==> config.mk <==
export PLATFORM = sky130hd
export DESIGN_NAME = cam_frame_capture
export DESIGN_NICKNAME = d
export VERILOG_FILES = /design/src/rtl/cam_cap_pkg.sv /design/src/rtl/cam_sync_edge.sv /design/src/rtl/cam_frame_capture.sv
export SDC_FILE = /design/constraint.sdc
export NUM_CORES = 1
export LEC_CHECK = 0
export ABC_AREA = 0
export ABC_CLOCK_PERIOD_IN_PS = 6000
export CAP_MARGIN = 20
export CORE_MARGIN = 4
export CORE_UTILIZATION = 30
export DETAILED_ROUTE_END_ITERATION = 8
export DONT_BUFFER_PORTS = 1
export SLEW_MARGIN = 20
export SYNTH_ARGS = -nofsm -noshare
export SYNTH_HDL_FRONTEND = slang
export SYNTH_SLANG_ARGS = --single-unit
==> constraint.sdc <==
create_clock -name CLK -period 6 [get_ports CLK]
set_clock_uncertainty 0.2 [all_clocks]
set_input_delay 0.6 -clock CLK [delete_from_list [all_inputs] [get_ports CLK]]
set_output_delay 0.6 -clock CLK [all_outputs]
set_load 0.05 [all_outputs]
==> src/rtl/cam_cap_pkg.sv <==
// Shared definitions for the camera capture front end.
//   cap_state_e  : capture FSM states
//   *_DEF        : default widths and sizes used as top-level parameter defaults
//   BYTES_PX_MAX : largest supported number of bus words per pixel
//   BCNT_W       : width of the per-pixel byte counter
package cam_cap_pkg;

  localparam int DATA_W_DEF   = 8;
  localparam int BYTES_PX_DEF = 2;
  localparam int H_PIX_DEF    = 256;
  localparam int V_PIX_DEF    = 128;
  localparam int SRC_W_DEF    = 11;
  localparam int BYTES_PX_MAX = 4;
  localparam int BCNT_W       = $clog2(BYTES_PX_MAX);

  typedef enum logic [2:0] {
    IDLE    = 3'd0,
    WAIT_VS = 3'd1,
    WAIT_FR = 3'd2,
    ACTIVE  = 3'd3,
    DONE    = 3'd4
  } cap_state_e;

endpackage

==> src/rtl/cam_sync_edge.sv <==
// Two-flop synchroniser for the asynchronous camera bus plus PCLK rise detect.
//   clk_i    : system clock
//   rst_ni   : asynchronous active-low reset
//   pclk_i   : camera pixel clock (asynchronous)
//   d_i      : camera data
//   hin_i    : line valid
//   vin_i    : vertical blanking
//   d_o      : synchronised data, aligned with sample_o
//   hin_o    : synchronised line valid, aligned with sample_o
//   vin_o    : synchronised vertical blanking, aligned with sample_o
//   sample_o : one-cycle strobe on a 0->1 transition of synchronised PCLK
module cam_sync_edge #(
  parameter int DATA_W = 8
) (
  input  logic              clk_i,
  input  logic              rst_ni,
  input  logic              pclk_i,
  input  logic [DATA_W-1:0] d_i,
  input  logic              hin_i,
  input  logic              vin_i,
  output logic [DATA_W-1:0] d_o,
  output logic              hin_o,
  output logic              vin_o,
  output logic              sample_o
);

  localparam int BUS_W = DATA_W + 2;

  logic [BUS_W-1:0] bus_s1_q, bus_s2_q;
  logic             pclk_s1_q, pclk_s2_q, pclk_s3_q;

  // Data travels through the same two stages as PCLK so that the bus seen at
  // a sample strobe is the one that was stable at the PCLK rising edge.
  always_ff @(posedge clk_i or negedge rst_ni) begin
    if (!rst_ni) begin
      pclk_s1_q <= 1'b0;
      pclk_s2_q <= 1'b0;
      pclk_s3_q <= 1'b0;
      bus_s1_q  <= '0;
      bus_s2_q  <= '0;
    end else begin
      pclk_s1_q <= pclk_i;
      pclk_s2_q <= pclk_s1_q;
      pclk_s3_q <= pclk_s2_q;
      bus_s1_q  <= {d_i, hin_i, vin_i};
      bus_s2_q  <= bus_s1_q;
    end
  end

  assign sample_o            = pclk_s2_q & ~pclk_s3_q;
  assign {d_o, hin_o, vin_o} = bus_s2_q;

endmodule

==> src/rtl/cam_frame_capture.sv <==
// Camera capture front end: samples an asynchronous camera bus, assembles
// multi-word pixels, decimates 1/2/4/8 in both axes and writes the result
// into a frame buffer.
// Optional feature macro: CAP_WINDOW_EN adds a capture window origin
// (WIN_X0, WIN_Y0); without it the origin is fixed at (0,0).
// Ports:
//   CLK, RSTN        : system clock, asynchronous active-low reset
//   PCLK, D, HIN, VIN: asynchronous camera bus
//   ARM              : one-cycle capture start pulse (accepted in IDLE only)
//   MODE             : 0 single-shot, 1 continuous (sampled at frame end)
//   DECIM            : log2 decimation factor, latched at frame start
//   WIN_X0, WIN_Y0   : window origin, latched at frame start (CAP_WINDOW_EN)
//   WE               : frame buffer write strobe
//   WADDR_X, WADDR_Y : destination column / line
//   WDATA            : assembled pixel, first bus word in the MSBs
//   BUSY             : FSM not idle
//   FRAME_DONE       : one-cycle pulse at the end of a captured frame
//   CLIP             : sticky, a pixel fell outside the buffer
module cam_frame_capture
  import cam_cap_pkg::*;
#(
  parameter int DATA_W   = DATA_W_DEF,
  parameter int BYTES_PX = BYTES_PX_DEF,
  parameter int H_PIX    = H_PIX_DEF,
  parameter int V_PIX    = V_PIX_DEF,
  parameter int SRC_W    = SRC_W_DEF
) (
  input  logic                       CLK,
  input  logic                       RSTN,
  input  logic                       PCLK,
  input  logic [DATA_W-1:0]          D,
  input  logic                       HIN,
  input  logic                       VIN,
  input  logic                       ARM,
  input  logic                       MODE,
  input  logic [1:0]                 DECIM,
`ifdef CAP_WINDOW_EN
  input  logic [SRC_W-1:0]           WIN_X0,
  input  logic [SRC_W-1:0]           WIN_Y0,
`endif
  output logic                       WE,
  output logic [$clog2(H_PIX)-1:0]   WADDR_X,
  output logic [$clog2(V_PIX)-1:0]   WADDR_Y,
  output logic [DATA_W*BYTES_PX-1:0] WDATA,
  output logic                       BUSY,
  output logic                       FRAME_DONE,
  output logic                       CLIP
);

  localparam int XW = $clog2(H_PIX);
  localparam int YW = $clog2(V_PIX);
  localparam int PW = DATA_W * BYTES_PX;

  function automatic logic [SRC_W-1:0] sat_inc(input logic [SRC_W-1:0] v);
    return (&v) ? v : v + 1'b1;
  endfunction

  logic [DATA_W-1:0] d_s;
  logic              hin_s, vin_s, smp;

  cam_sync_edge #(.DATA_W(DATA_W)) u_sync (
    .clk_i    (CLK),
    .rst_ni   (RSTN),
    .pclk_i   (PCLK),
    .d_i      (D),
    .hin_i    (HIN),
    .vin_i    (VIN),
    .d_o      (d_s),
    .hin_o    (hin_s),
    .vin_o    (vin_s),
    .sample_o (smp)
  );

  cap_state_e        state_q, state_d;
  logic [SRC_W-1:0]  src_x_q, src_x_d, src_y_q, src_y_d;
  logic [BCNT_W-1:0] byte_cnt_q, byte_cnt_d;
  logic              hin_prev_q, hin_prev_d;
  logic [PW-1:0]     asm_q, asm_d;
  logic              pix_vld_q, pix_vld_d;
  logic [PW-1:0]     pix_data_q, pix_data_d;
  logic [SRC_W-1:0]  pix_x_q, pix_x_d, pix_y_q, pix_y_d;
  logic [1:0]        decim_q, decim_d;
  logic              frame_start;

  logic              we_q, we_d, clip_q, clip_d;
  logic [XW-1:0]     waddr_x_q;
  logic [YW-1:0]     waddr_y_q;
  logic [PW-1:0]     wdata_q;

  assign frame_start = (state_q == WAIT_FR) && smp && !vin_s;

  // ---------------- FSM: state register ----------------
  always_ff @(posedge CLK or negedge RSTN) begin
    if (!RSTN) state_q <= IDLE;
    else       state_q <= state_d;
  end

  // ---------------- FSM: next state ----------------
  // All bus-driven transitions are qualified by the sample strobe so the FSM
  // sees VIN exactly as the pixel path does.
  always_comb begin
    state_d = state_q;
    unique case (state_q)
      IDLE:    if (ARM)           state_d = WAIT_VS;
      WAIT_VS: if (smp && vin_s)  state_d = WAIT_FR;
      WAIT_FR: if (smp && !vin_s) state_d = ACTIVE;
      ACTIVE:  if (smp && vin_s)  state_d = DONE;
      DONE:    state_d = MODE ? WAIT_FR : IDLE;
      default: state_d = IDLE;
    endcase
  end

  // ---------------- FSM: outputs ----------------
  always_comb begin
    BUSY       = (state_q != IDLE);
    FRAME_DONE = (state_q == DONE);
  end

  // ---------------- Stage 3: pixel assembly and source counters ----------------
  always_comb begin
    src_x_d    = src_x_q;
    src_y_d    = src_y_q;
    byte_cnt_d = byte_cnt_q;
    hin_prev_d = hin_prev_q;
    asm_d      = asm_q;
    pix_vld_d  = 1'b0;
    pix_data_d = pix_data_q;
    pix_x_d    = pix_x_q;
    pix_y_d    = pix_y_q;
    decim_d    = decim_q;
    if (smp) begin
      hin_prev_d = hin_s;
      if (frame_start) begin
        src_x_d    = '0;
        src_y_d    = '0;
        byte_cnt_d = '0;
        decim_d    = DECIM;
      end else if (state_q == ACTIVE) begin
        if (hin_s) begin
          asm_d = (asm_q << DATA_W) | PW'(d_s);
          if (byte_cnt_q == BCNT_W'(BYTES_PX - 1)) begin
            byte_cnt_d = '0;
            src_x_d    = sat_inc(src_x_q);
            pix_vld_d  = 1'b1;
            pix_data_d = asm_d;
            pix_x_d    = src_x_q;
            pix_y_d    = src_y_q;
          end else begin
            byte_cnt_d = byte_cnt_q + 1'b1;
          end
        end else begin
          // Line end (or blanking): drop any partial pixel; only lines that
          // produced at least one pixel advance the line counter.
          byte_cnt_d = '0;
          src_x_d    = '0;
          if (hin_prev_q && (src_x_q != '0)) src_y_d = sat_inc(src_y_q);
        end
      end
    end
  end

  always_ff @(posedge CLK or negedge RSTN) begin
    if (!RSTN) begin
      src_x_q    <= '0;
      src_y_q    <= '0;
      byte_cnt_q <= '0;
      hin_prev_q <= 1'b0;
      pix_vld_q  <= 1'b0;
      decim_q    <= '0;
    end else begin
      src_x_q    <= src_x_d;
      src_y_q    <= src_y_d;
      byte_cnt_q <= byte_cnt_d;
      hin_prev_q <= hin_prev_d;
      pix_vld_q  <= pix_vld_d;
      decim_q    <= decim_d;
    end
  end

  // Pixel payload and its coordinates are qualified by pix_vld_q.
  always_ff @(posedge CLK) begin
    asm_q      <= asm_d;
    pix_data_q <= pix_data_d;
    pix_x_q    <= pix_x_d;
    pix_y_q    <= pix_y_d;
  end

  // ---------------- Stage 4: window, decimation, bounds, write ----------------
  logic [SRC_W-1:0] rel_x, rel_y, mask, dst_x, dst_y;
  logic             in_win, phase_ok, oob, take;

`ifdef CAP_WINDOW_EN
  logic [SRC_W-1:0] win_x0_q, win_y0_q;

  always_ff @(posedge CLK or negedge RSTN) begin
    if (!RSTN) begin
      win_x0_q <= '0;
      win_y0_q <= '0;
    end else if (frame_start) begin
      win_x0_q <= WIN_X0;
      win_y0_q <= WIN_Y0;
    end
  end

  assign in_win = (pix_x_q >= win_x0_q) && (pix_y_q >= win_y0_q);
  assign rel_x  = pix_x_q - win_x0_q;
  assign rel_y  = pix_y_q - win_y0_q;
`else
  assign in_win = 1'b1;
  assign rel_x  = pix_x_q;
  assign rel_y  = pix_y_q;
`endif

  assign mask     = SRC_W'((32'd1 << decim_q) - 32'd1);
  assign phase_ok = ((rel_x & mask) == '0) && ((rel_y & mask) == '0);
  assign dst_x    = rel_x >> decim_q;
  assign dst_y    = rel_y >> decim_q;
  assign oob      = (dst_x >= SRC_W'(H_PIX)) || (dst_y >= SRC_W'(V_PIX));
  assign take     = pix_vld_q && in_win && phase_ok;
  assign we_d     = take && !oob;

  always_comb begin
    clip_d = clip_q;
    if ((state_q == IDLE) && ARM) clip_d = 1'b0;
    else if (take && oob)         clip_d = 1'b1;
  end

  always_ff @(posedge CLK or negedge RSTN) begin
    if (!RSTN) begin
      we_q      <= 1'b0;
      clip_q    <= 1'b0;
      waddr_x_q <= '0;
      waddr_y_q <= '0;
      wdata_q   <= '0;
    end else begin
      we_q   <= we_d;
      clip_q <= clip_d;
      if (we_d) begin
        waddr_x_q <= dst_x[XW-1:0];
        waddr_y_q <= dst_y[YW-1:0];
        wdata_q   <= pix_data_q;
      end
    end
  end

  assign WE      = we_q;
  assign WADDR_X = waddr_x_q;
  assign WADDR_Y = waddr_y_q;
  assign WDATA   = wdata_q;
  assign CLIP    = clip_q;

endmodule
Word-level counts from Yosys, hierarchy flattened
Index checks and enable logic that the tools add are counted.
{ "word_totals": {"output_inout_bits": 35, "wordCells": 106, "input_bits": 17, "reg_bits": 133} }
{ "op_classes": {"n_mux": 27, "magnitude_cmp": 2, "n_bitwise": 6, "add_sub_neg": 4, "n_reduce_logical": 30, "shift": 3, "n_eq_ne": 13} }
{ "ops": {"columns": ["operator", "count"], "rows": [
  ["2-to-1 mux 11 bit", 10],
  ["adder 11 x 1 -> 11 bit, second input constant", 2],
  ["AND 11 bit", 2],
  ["zero test 11 bit", 2],
  ["AND reduction 11 bit", 2],
  ["right shift 11 x 2 -> 11 bit", 2],
  ["OR 16 x 8 -> 16 bit", 1],
  ["case mux 3 bit (5 select lines)", 1],
  ["2-to-1 mux 3 bit", 4],
  ["AND reduction 4 bit", 3],
  [">= comparator 11 x 8 -> 1 bit, second input constant", 1],
  [">= comparator 11 x 9 -> 1 bit, second input constant", 1],
  ["nonzero test 11 bit", 1],
  ["left shift 1 x 2 -> 11 bit, first input constant", 1],
  ["subtractor 11 x 1 -> 11 bit, second input constant", 1],
  ["logical AND 1 bit", 10],
  ["2-to-1 mux 2 bit", 5],
  ["inequality test 2 bit, second input constant", 5],
  ["AND reduction 5 bit", 2],
  ["2-to-1 mux 1 bit", 7],
  ["equality test 3 x 2 -> 1 bit, second input constant", 2],
  ["inequality test 3 bit, second input constant", 2],
  ["nonzero test 2 bit", 3],
  ["AND reduction 2 bit", 2],
  ["other kinds (11)", 13]
]} }

Logic depth before layout (Yosys ltp)
Gate-level depths: netlist of the first run.
{ "depth": {"word_depth": 9, "depth_mapped": 12, "mapped_depth_nobuf": 8} }

Hierarchy
Synthesis of the first run repeated with hierarchy kept, for this count alone.
{ "hier_totals": {"hier_cells": 376, "area_unflattened_um2": 5545.3} }
{ "modules_own_cells": {"columns": ["module", "area_each_um2", "cells_each", "n_inst", "seq_area_each_um2"], "rows": [
  ["cam_frame_capture", 4956.0, 352, 1, 2982.9],
  ["cam_sync_edge", 589.3, 24, 1, 575.6]
]} }

Worst setup path before layout of the first run
OpenSTA, ideal clock, no wires.
{ "synth_timing": {"path_kind": "flip-flop to flip-flop", "startpoint": "register state_q[1]", "endpoint": "register pix_data_q[0] (enable)", "setup_time_ps": 400, "synth_period_minus_slack_ps": 3172, "path_stages_with_launch": 6, "t_required_ps": 5400, "arrival_ps": 2573, "n_path_buf": 2, "path_slack_ps": 2828, "path_cell_list": "dfrtp_1 > clkbuf_1 > nor4bb_1 > and3_1 > clkbuf_1 > and2_1"} }
{ "synth_via": {"elab_chain_cells": 5, "word_cells_on_any_way": 6, "classes_between": "2 x eq/ne; 1 x bitwise; 3 x reduce/logical"} }
{ "synth_lines": {"columns": ["item", "line", "text"], "rows": [
  ["start: declaration", "cam_frame_capture.sv:74", "cap_state_e state_q, state_d;"],
  ["start signal: assignment", "cam_frame_capture.sv:95", "else state_q <= state_d;"],
  ["equality test 3 x 2 -> 1 bit", "cam_frame_capture.sv:90", "assign frame_start = (state_q == WAIT_FR) && smp && !vin_s;"],
  ["logical AND 1 bit (2 in a row)", "cam_frame_capture.sv:90", null],
  ["inverter 1 bit (no line)", null, null],
  ["AND reduction 5 bit (no line) *", null, null],
  ["end signal: assignment", "cam_frame_capture.sv:183", "pix_data_q <= pix_data_d;"],
  ["end: declaration", "cam_frame_capture.sv:80", "logic [PW-1:0] pix_data_q, pix_data_d;"]
]} }
Every way passes the cells marked *; elsewhere a longest branch is shown, timed or not.
A chain may end at the register's enable or synchronous reset.

Worst setup path in the final report of the first run
{ "layout_timing": {"startpoint": "register decim_q[0]", "endpoint": "register wdata_q[15], in the netlist WDATA[15]"} }
{ "layout_via": {"elab_chain_cells": 7, "word_cells_on_any_way": 15, "classes_between": "1 x add/sub; 2 x order compare; 3 x shift; 2 x bitwise; 7 x reduce/logical"} }
{ "layout_lines": {"columns": ["item", "line", "text"], "rows": [
  ["start: declaration", "cam_frame_capture.sv:82", "logic [1:0] decim_q, decim_d;"],
  ["start signal: assignment", "cam_frame_capture.sv:176", "decim_q <= decim_d;"],
  ["left shift 1 x 2 -> 11 bit", "cam_frame_capture.sv:214", "assign mask = SRC_W'((32'd1 << decim_q) - 32'd1);"],
  ["subtractor 11 x 1 -> 11 bit", "cam_frame_capture.sv:214", null],
  ["AND 11 bit", "cam_frame_capture.sv:215", "assign phase_ok = ((rel_x & mask) == '0) && ((rel_y & mask) == '0);"],
  ["zero test 11 bit", "cam_frame_capture.sv:215", null],
  ["logical AND 1 bit", "cam_frame_capture.sv:215", null],
  ["logical AND 1 bit", "cam_frame_capture.sv:219", "assign take = pix_vld_q && in_win && phase_ok;"],
  ["logical AND 1 bit *", "cam_frame_capture.sv:220", "assign we_d = take && !oob;"],
  ["end signal: assignment", "cam_frame_capture.sv:241", "wdata_q <= pix_data_q;"],
  ["end: declaration", "cam_frame_capture.sv:88", "logic [PW-1:0] wdata_q;"]
]} }
Marked as above.

==> results of run 1 <==
-- power by group --
| part | switching (mW) | internal [mW] |
|---|---|---|
| registers | 0.215 | 1.01 |
| clock network | 0.393 | 0.615 |
| logic | 0.130 | 0.185 |
-- path summary, 6_finish.rpt --
kind / startpoint / to / slack, ns / cells after the start
worst max-delay path: decim_q[0] / WDATA[15] / 2.59 / 6
worst min-delay path: ARM / CLIP / 0.08 / 1
worst max register to register: decim_q[0] / WDATA[15] / 2.59 / 6
worst min register to register: u_sync.bus_s1_q[0] / u_sync.bus_s2_q[0] / 0.15 / 0
max in group asynchronous: RSTN / src_y_q[0] / 4.66 / 2
min in group asynchronous: RSTN / WDATA[13] / 0.55 / 2
-- metal layers --
metal	track usage, %	part of all wire, %	vias up
met5	0	0	-
met4	4.702	2.1	0
met3	3.349	4.7	15
met2	15.70	48	60
met1	13.24	45	1484
li1	-	-	1406
-- layout by cell type (no fill, tap or decap), types with 6 or more instances in the layout --
cell type,Yosys,layout
or3_1,8,8
o21ai_1,11,11
inv_1,8,8
nor2_1,18,18
nor4_1,6,6
edfxtp_1,46,46
dfrtp_1,87,87
nand2_1,26,26
and2_1,7,7
dlygate4sd3_1,0,12
a21oi_1,12,12
clkbuf_16,0,17
nand3_1,6,6
mux4_2,15,15
nand4_1,10,10
mux2_4,29,29
-- through the flow --
step / setup WS [ns] / power, mW / cells / utilization [%]
CTS: 2.312 / 2.583 / 629 / 35.68
floorplan: 2.828 / 1.477 / 369 / -
global route: 2.285 / 2.675 / 629 / 35.70
finish: 2.594 / 2.552 / 629 / 35.70
detailed placement: 2.323 / 1.549 / 584 / 31.61
global placement: 2.485 / 1.535 / 584 / 31.61
-- flip-flops by register name, summed over array words and instances (netlist names), 10 cells and up --
name,flops
u_sync.bus_s2_q,10
src_x_q,11
pix_y_q,11
src_y_q,11
pix_data_q,16
u_sync.bus_s1_q,10
pix_x_q,11
WDATA,16
-- cell families after synthesis --
| logic type | Yosys count |
|---|---|
| simple gates | 109 |
| buf+inv | 26 |
| xor+xnor | 9 |
| fa+ha+maj | 5 |
| compound gates | 40 |
| flops | 133 |
| mux | 47 |
-- critical path, cell delays in order, from the launching register on --
cell and delay, ns:
dfrtp_1 0.99, nand2_1 0.18, ha_1 0.33, o221ai_1 0.09, nor4_1 0.54, nand2b_4 0.47, mux2_1 0.45
-- cell type report --
class | instances | area (sq um)
clock buffers | 18 | 429.2
multi-input cells | 210 | 1782
fillers | 1687 | 11550
inverters | 9 | 33.78
repair buffers | 16 | 170.2
well taps | 229 | 286.5
clock inverters | 14 | 153.9
flip-flops and latches | 133 | 3558
==> results.md, run 1 <==
* Max-cap viol count at 0
* Req. time, crit path at 6.09 ns
* I/O Buffers at 0
* CP Launch Type: register
* Ys flop type: dfrtp_1
* RSZ-0062 raised after global routing: no
* Clock sink count at 133
* Tightest Hold Check Type: in -> reg
* Initial antenna violation count at 0
* CTS tree: yes
* CTS buffer count at 17
* Synth cell count leaders: 87 x dfrtp_1, 46 x edfxtp_1, 29 x mux2_4
* Adder-cell share of the synthesized area at 1.145%
* Initial DRC Count at 182
* Nature of the critical path endpoint: register
* Sequential fraction of the synthesis area at 65.15%
* Synth Area per Inst at 14.80 sq um
* Post-synthesis xor/xnor area fraction at 1.443%
* Power density cells at 397.9 mW/mm^2
* Congestion Overflow GR at 0
* Die area at 0.02043 sq mm
* DR pass1 iterations at 4
* GPL Wtd Cong at 0.8370
* DIE WIDTH at 142.9 um
* Largest area contributor in the netlist: dfrtp_1
* Nets at 409
* ANT cells at 0
* Syn nets at 391
* Average via count per standard cell at 4.714
* Post-cts sizing count at 0
* Synth top area cells: dfrtp_1 40%, edfxtp_1 25%, mux2_4 8.0%
* Status: complete, no violations
* IO Pins at 52
* First-pass GRT wire length at 16,300 um
* Htree depth at 4
* Clk_lat worst skew at 0.41 ns
* Compound-Gate Fraction of Synth Area at 4.444%
* Hold buffer count at cts at 13
* Worst path arrival time at 3.50 ns
* Multiplexer share of the synthesized area at 14.78%
* CTS root buf: clkbuf_16
* Post-route cell area at 0.006414 sq mm
* Largest family of logic cells by synthesized area: multiplexers
* Mapped cell area at 0.005461 sq mm
* Max VDD drop at 186.8 uV
* FFs w/ async S/R, synth at 65.41%
* Sum Neg Setup Slack at 0 ns
* Core area at 0.01796 sq mm
* EDFF count, synth at 46
* Post-Synth Simple-Gate Area at 10.68%
* Post-synth cell types at 46
* Dpl hpwl at 6587 um
* Fin Hold WS at 0.08329 ns
* Clk slew on worst S/H paths at 0.06 ns
* # rows at 49
* DRC Markers at 0
* Vias in the first global route at 3,059
* Wire length per cell at 15.83 um
* Synthesis Warnings at 0
* Layout cells sized above 1 at 20.50%
* Yosys top cell area share at 39.86%
* Dpl cell area at 0.005678 sq mm
* Crit-path max FO at 32
* Leakage power total at 2.690 nW
* Most common cell in the netlist: dfrtp_1
* Starting Density at 30.40%
* # setup viols final at 0
* Fin. Hold Viols at 0
* Largest net degree at the start of global routing at 88
* Fmax at 293.6 MHz
* Slew headroom at 34.13%
* Gr usage total at 10.24%
* Die height at 142.9 um
* Clk buf depth at 2
* Area delta synth->final at 17.43%
* Seq cells post-synth at 133
* Kind of critical path: reg -> reg
* Cells after synthesis at 369
* Slew of the pin with the lowest slew margin at 0.9881 ns
* WL final at 9959 um
* Final period util at 56.76%
* Period minus WS final at 3.406 ns
* Post-CTS Setup Bufs at 0
* Max-slew violations at 0
* Via Count at 2,965
* DRT antenna net count at 0
Note: power is estimated with default switching activity, not from simulation.
==> inputs of run 2 (changes only) <==
Settings changed: ABC_CLOCK_PERIOD_IN_PS 6000 to 3500.
Clock period 6 ns to 3.5 ns, I/O delays scaled along.
==> run 2 against run 1 <==
Against the previous run:
- flip-flop and latch count stayed put
- worst setup slack worse by 1.8 ns
- combinational power is 97% higher
- total power is 71% higher
- non-clock buffer count is 9 higher
- via count is 3.7% higher
- largest cell class unchanged
- largest power group unchanged
==> results.md, run 2 (same netlist as run 1, synthesis figures left out) <==
* Most frequent cells in the layout: 87 x dfrtp_1, 46 x edfxtp_1, 29 x mux2_4, 26 x nand2_1, 19 x clkbuf_16
* Max-slew violations at 0 (unchanged)
* Dpl cell area at 0.005723 sq mm (+0.79%)
* # setup viols final at 0 (unchanged)
* Via Count at 3,075 (+3.7%)
* DRT antenna net count at 0 (unchanged)
* Hold buffer count at cts at 16 (+3)
* Most common cell after layout, fill and taps aside: dfrtp_1
* Max-cap viol count at 0 (unchanged)
* Worst path bufs/invs at 1 (+1)
* CTS root buf: clkbuf_16
* Post-route cell area at 0.006477 sq mm (+0.99%)
* Largest stage delay on the critical path at 0.53 ns (-0.46 ns)
* Fin. Hold Viols at 0 (unchanged)
* Gr usage total at 10.45% (+0.20 points)
* Fin cells at 638 (+1.4%)
* CTS tree: yes
* Clk buf depth at 2 (unchanged)
* Largest net degree at the start of global routing at 88 (unchanged)
* Placed cell count at 590 (+1.0%)
* GPL Wtd Cong at 0.7762 (-7.3%)
* Core area at 0.01796 sq mm (unchanged)
* Post-CTS Setup Bufs at 0 (unchanged)
* RSZ-0062 raised after global routing: no
* Critical-path cell list: or2_1, ha_1, o221ai_1, nor4_1, nand2b_2, buf_4, mux2_1
* Wire length per cell at 15.74 um (-0.56%)
* Final WS setup at 0.7983 ns (-1.796 ns)
* First-pass GRT wire length at 16,500 um (+1.3%)
* ANT cells at 0 (unchanged)
* Kind of critical path: reg -> reg
* Slew of the pin with the lowest slew margin at 0.7758 ns (-0.2123 ns)
* Fmax at 370.1 MHz (+26%)
* IO Pins at 52 (unchanged)
* Power density cells at 675.0 mW/mm^2 (+70%)
* Tightest Hold Check Type: in -> reg
* CTS buffer count at 17 (unchanged)
* # rows at 49 (unchanged)
* Congestion Overflow GR at 0 (unchanged)
* Die height at 142.9 um (unchanged)
* Largest delay share family, worst path: simple AND/OR/NAND/NOR gates
* DIE WIDTH at 142.9 um (unchanged)
* Nets at 418 (+2.2%)
* Die area at 0.02043 sq mm (unchanged)
* Clk_lat worst skew at 0.41 ns (about the same)
* Worst path arrival time at 2.80 ns (-0.70 ns)
* Pre-CTS setup slack at 0.7782 ns (-1.545 ns)
* Vias in the first global route at 3,136 (+2.5%)
* Tot Pwr at 4.372 mW (+71%)
* Status: complete, no violations
* Average via count per standard cell at 4.820 (+2.2%)
* Htree depth at 4 (unchanged)
* DRC Markers at 0 (unchanged)
* CP Launch Type: register
* WL final at 10,050 um (+0.86%)
* DR pass1 iterations at 5 (+1)
* Final period util at 77.19% (+20 points)
* Layout cells sized above 1 at 21.03% (+0.53 points)
* Clock sink count at 133 (unchanged)
* Initial antenna violation count at 0 (unchanged)
* Sum Neg Setup Slack at 0 ns (unchanged)
* Final design utilization at 36.06% (+0.36 points)
* Post-cts sizing count at 0 (unchanged)
* Dpl hpwl at 6718 um (+2.0%)
* Area delta synth->final at 18.60%
* Slew headroom at 47.55% (+13 points)
* Fillers at 1,683 (-0.24%)
* Leakage power total at 2.722 nW (+1.2%)
* Starting Density at 30.40% (unchanged)
* Req. time, crit path at 3.59 ns (-2.50 ns)
* Clk slew on worst S/H paths at 0.05 ns (about the same)
* I/O Buffers at 0 (unchanged)
* Max VDD drop at 287.2 uV (+54%)
* Nature of the critical path endpoint: register
* Period minus WS final at 2.702 ns (-0.7040 ns)
* Slowest CP cell: dfrtp_1
* Crit-path max FO at 16 (-50%)
* Fin Hold WS at 0.03090 ns (-0.05239 ns)
* Initial DRC Count at 197 (+8.2%)
-- run 2: cell count changes in the layout (fill, tap and decap cells not counted), sizes merged --
cell         before  now
buf               4   10
bufinv            2    1
clkbuf           18   24
clkinv            7    4
clkinvlp          2    3
dlygate4sd3      12   15
inv              12    9
-- run 2: final timing paths --
check,slack (ns),cells after the start,to,startpoint
max,0.80,7,WDATA[15],decim_q[1]
min,0.03,3,state_q[1],MODE
max reg2reg,0.80,7,WDATA[15],decim_q[1]
min reg2reg,0.15,0,u_sync.bus_s2_q[3],u_sync.bus_s1_q[3]
max in group asynchronous,2.41,2,src_y_q[5],RSTN
min in group asynchronous,0.34,2,u_sync.bus_s2_q[7],RSTN
-- run 2: layout make-up --
| class | count | area (sq um) | area share, % |
|---|---|---|---|
| clock buffers | 24 | 504.2 | 7.784 |
| clock inverters | 8 | 72.57 | 1.120 |
| inverters | 9 | 33.78 | 0.5215 |
| multi-input cells | 210 | 1777 | 27.43 |
| flip-flops and latches | 133 | 3558 | 54.94 |
| well taps | 229 | 286.5 | 4.423 |
| repair buffers | 25 | 245.2 | 3.786 |
-- run 2: per-layer routing --
metal | GRT usage, % | wire length [um] | up-vias
met4 | 5.353 | 235 | 0
met1 | 13.31 | 4522 | 1575
met2 | 15.88 | 4888 | 61
li1 | - | - | 1422
met5 | 0 | 0 | -
met3 | 3.516 | 398 | 17
-- run 2: report_power, final --
part	switching (mW)	total, mW	leakage, nW	internal, mW
clock network	0.623	1.70	0.276	1.07
registers	0.313	2.05	1.58	1.74
logic	0.289	0.622	0.861	0.332
total	1.23	4.37	2.72	3.15
-- run 2: worst register-to-register path, delay by kind of cell (launching register included) --
family,cells,cell delay [ns]
buffers and inverters,1,0.25
and+or+nand+nor,3,0.86
DFF,1,0.53
muxes,1,0.34
adders and majority gates,1,0.28
AOI/OAI and AO/OA,1,0.12
==> inputs of run 3 (changes only) <==
Settings changed: ABC_CLOCK_PERIOD_IN_PS 3500 to 2680.
Clock period 3.5 ns to 2.68 ns, I/O delays scaled along.
==> run 3 against run 2 <==
Against the previous run:
- clock-buffer cell count fell by 3
- sequential share of layout area fell by 0.053 points
- sequential power rose by 29%
- flip-flop and latch count did not move
- cell count rose by 0.47%
- die area did not move
- non-clock buffer count rose by 3
- clock power rose by 24%
- register-to-register slack got worse by 0.61 ns
- via count fell by 0.59%
- global-route usage barely moved
- combinational power rose by 41%
- highest routed layer unchanged
==> results.md, run 3 (same netlist as run 1, synthesis figures left out) <==
* Status: complete, no violations
* DR top layer: met4
* FF/Latch Area at 0.003558 sq mm (unchanged)
* Fillers at 1,697 (+0.83%)
* Req. time, crit path at 2.77 ns (-0.82 ns)
* Largest delay share family, worst path: simple AND/OR/NAND/NOR gates
* DR WL met2 at 4836 um (-1.1%)
* Die height at 142.9 um (unchanged)
* Worst path arrival time at 2.57 ns (-0.23 ns)
* Layout cells sized above 1 at 21.84% (+0.82 points)
* Fin. Hold Viols at 0 (unchanged)
* Gr usage total at 10.45% (about the same)
* Clk_lat worst skew at 0.41 ns (about the same)
* RSZ-0062 raised after global routing: no
* Worst setup path start: pix_x_q[8]
* Slowest CP cell: edfxtp_1
* Slew headroom at 63.65% (+16 points)
* Levels on crit path at 6 (-1)
* Period minus WS final at 2.487 ns (-0.2142 ns)
* CTS buffer count at 17 (unchanged)
* Congestion Overflow GR at 0 (unchanged)
* Fin Hold WS at 0.1463 ns (+0.1154 ns)
* # setup viols final at 0 (unchanged)
* Reg2reg start: pix_x_q[8]
* CTS tree: yes
* Initial antenna violation count at 0 (unchanged)
* Nature of the critical path endpoint: register
* CP Launch Type: register
* IO Pins at 52 (unchanged)
* Sum Neg Setup Slack at 0 ns (unchanged)
* DRT antenna net count at 0 (unchanged)
* Clk buf depth at 2 (unchanged)
* Largest net degree at the start of global routing at 88 (unchanged)
* Critical-path cell list: or3_1, a2111oi_2, o221ai_1, nand2b_2, buf_12, mux2_1
* Via Count at 3,057 (-0.59%)
* Max-slew violations at 0 (unchanged)
* WL final at 10,160 um (+1.1%)
* Largest stage delay on the critical path at 0.46 ns (-0.07 ns)
* Final period util at 92.82% (+16 points)
* Leakage power total at 2.728 nW (+0.20%)
* Worst path bufs/invs at 1 (unchanged)
* Multi-input logic area at 0.001785 sq mm (+0.49%)
* CTS root buf: clkbuf_16
* I/O Buffers at 0 (unchanged)
* Power density cells at 869.0 mW/mm^2 (+29%)
* Met3 Routed Length at 517 um (+30%)
* Clock sink count at 133 (unchanged)
* Clk slew on worst S/H paths at 0.06 ns (about the same)
* First-pass GRT wire length at 16,640 um (+0.79%)
* Tightest Hold Check Type: reg -> reg
* Area delta synth->final at 18.72% (about the same)
* Tot Pwr at 5.634 mW (+29%)
* Max VDD drop at 440.1 uV (+53%)
* DRC Markers at 0 (unchanged)
* Crit-path max FO at 32 (+16)
* Dpl hpwl at 6677 um (-0.61%)
* Most common cell after layout, fill and taps aside: dfrtp_1
* DIE WIDTH at 142.9 um (unchanged)
* R2R cell count at 6 (-1)
* Die area at 0.02043 sq mm (unchanged)
* Fmax at 402.0 MHz (+8.6%)
* Average via count per standard cell at 4.769 (-1.1%)
* Initial DRC Count at 241 (+22%)
* Nets at 421 (+0.72%)
* ANT cells at 0 (unchanged)
* Vias in the first global route at 3,122 (-0.45%)
* M1 wire length at 4675 um (+3.4%)
* Kind of critical path: reg -> reg
* FF-to-FF End: WDATA[15]
* GPL Wtd Cong at 0.9088 (+17%)
* R2r setup slk at 0.19 ns (-0.61 ns)
* Wire length per cell at 15.85 um (+0.64%)
* # rows at 49 (unchanged)
* Htree depth at 4 (unchanged)
* Max-cap viol count at 0 (unchanged)
* Starting Density at 30.40% (unchanged)
* Most frequent cells in the layout: 87 x dfrtp_1, 46 x edfxtp_1, 29 x mux2_4, 26 x nand2_1, 18 x nor2_1
* Core area at 0.01796 sq mm (unchanged)
* DR pass1 iterations at 4 (-1)
* Worst setup path end: WDATA[15]
* Slew of the pin with the lowest slew margin at 0.5452 ns (-0.2305 ns)
run 3: changes by cell type in the layout (fill, tap and decap cells not counted), sizes merged:
cell / delta
clkinv: +3
buf: +2
dlygate4sd3: +1
clkbuf: -3
run 3: per-layer routing:
metal / vias to the layer above / GRT usage (%)
met4: 0 / 4.152
met5: - / 0
met1: 1543 / 13.71
li1: 1435 / -
met3: 10 / 3.617
met2: 69 / 15.95
run 3: area by class of cell:
type                    instances  share of cell area, %
repair buffers                 28                  4.361
clock buffers                  21                  6.947
well taps                     229                  4.419
clock inverters                11                  1.332
flip-flops and latches        133                  54.88
multi-input cells             210                  27.54
inverters                       9                 0.5210
run 3: worst min-delay path by stage:
stage / end / startpoint / slack [ns] / cells after the start
CTS: u_sync.bus_s2_q[0] / u_sync.bus_s1_q[0] / 0.15 / 0
floorplan: CLIP / RSTN / -0.23 / 0
global placement: WDATA[4] / RSTN / -0.23 / 0
finish: u_sync.bus_s2_q[6] / u_sync.bus_s1_q[6] / 0.15 / 0
detailed placement: WDATA[2] / RSTN / -0.23 / 0
global route: u_sync.bus_s2_q[1] / u_sync.bus_s1_q[1] / 0.15 / 0
run 3: what timing repair did:
action / in CTS / in global routing
hold endpoints to repair: 103 / 0
endpoints found under the setup margin: 0 / 31
buffers inserted: 0 / 0
hold buffers: 17 / 0
gates resized for setup: 0 / 1
run 3: through the flow:
step | setup WS [ns] | util (%) | cells | instance area (sq um)
finish | 0.1925 | 36.09 | 641 | 6484
global route | 0.04037 | 36.09 | 641 | 6484
CTS | 0.07512 | 36.06 | 641 | 6477
detailed placement | 0.1259 | 32.03 | 592 | 5753
global placement | 0.2346 | 32.03 | 592 | 5753
floorplan | 0.04540 | - | 369 | 5466
run 3: power by group:
| part | internal, mW | switching [mW] | total, mW |
|---|---|---|---|
| Sequential | 2.27 | 0.379 | 2.65 |
| Clock | 1.28 | 0.820 | 2.10 |
| Combinational | 0.457 | 0.421 | 0.878 |
| Total | 4.01 | 1.62 | 5.63 |
run 3: worst register-to-register path: stages, from the launching register on:
cell	delay (ns)
edfxtp_1	0.46
or3_1	0.39
a2111oi_2	0.35
o221ai_1	0.18
nand2b_2	0.23
buf_12	0.20
mux2_1	0.36
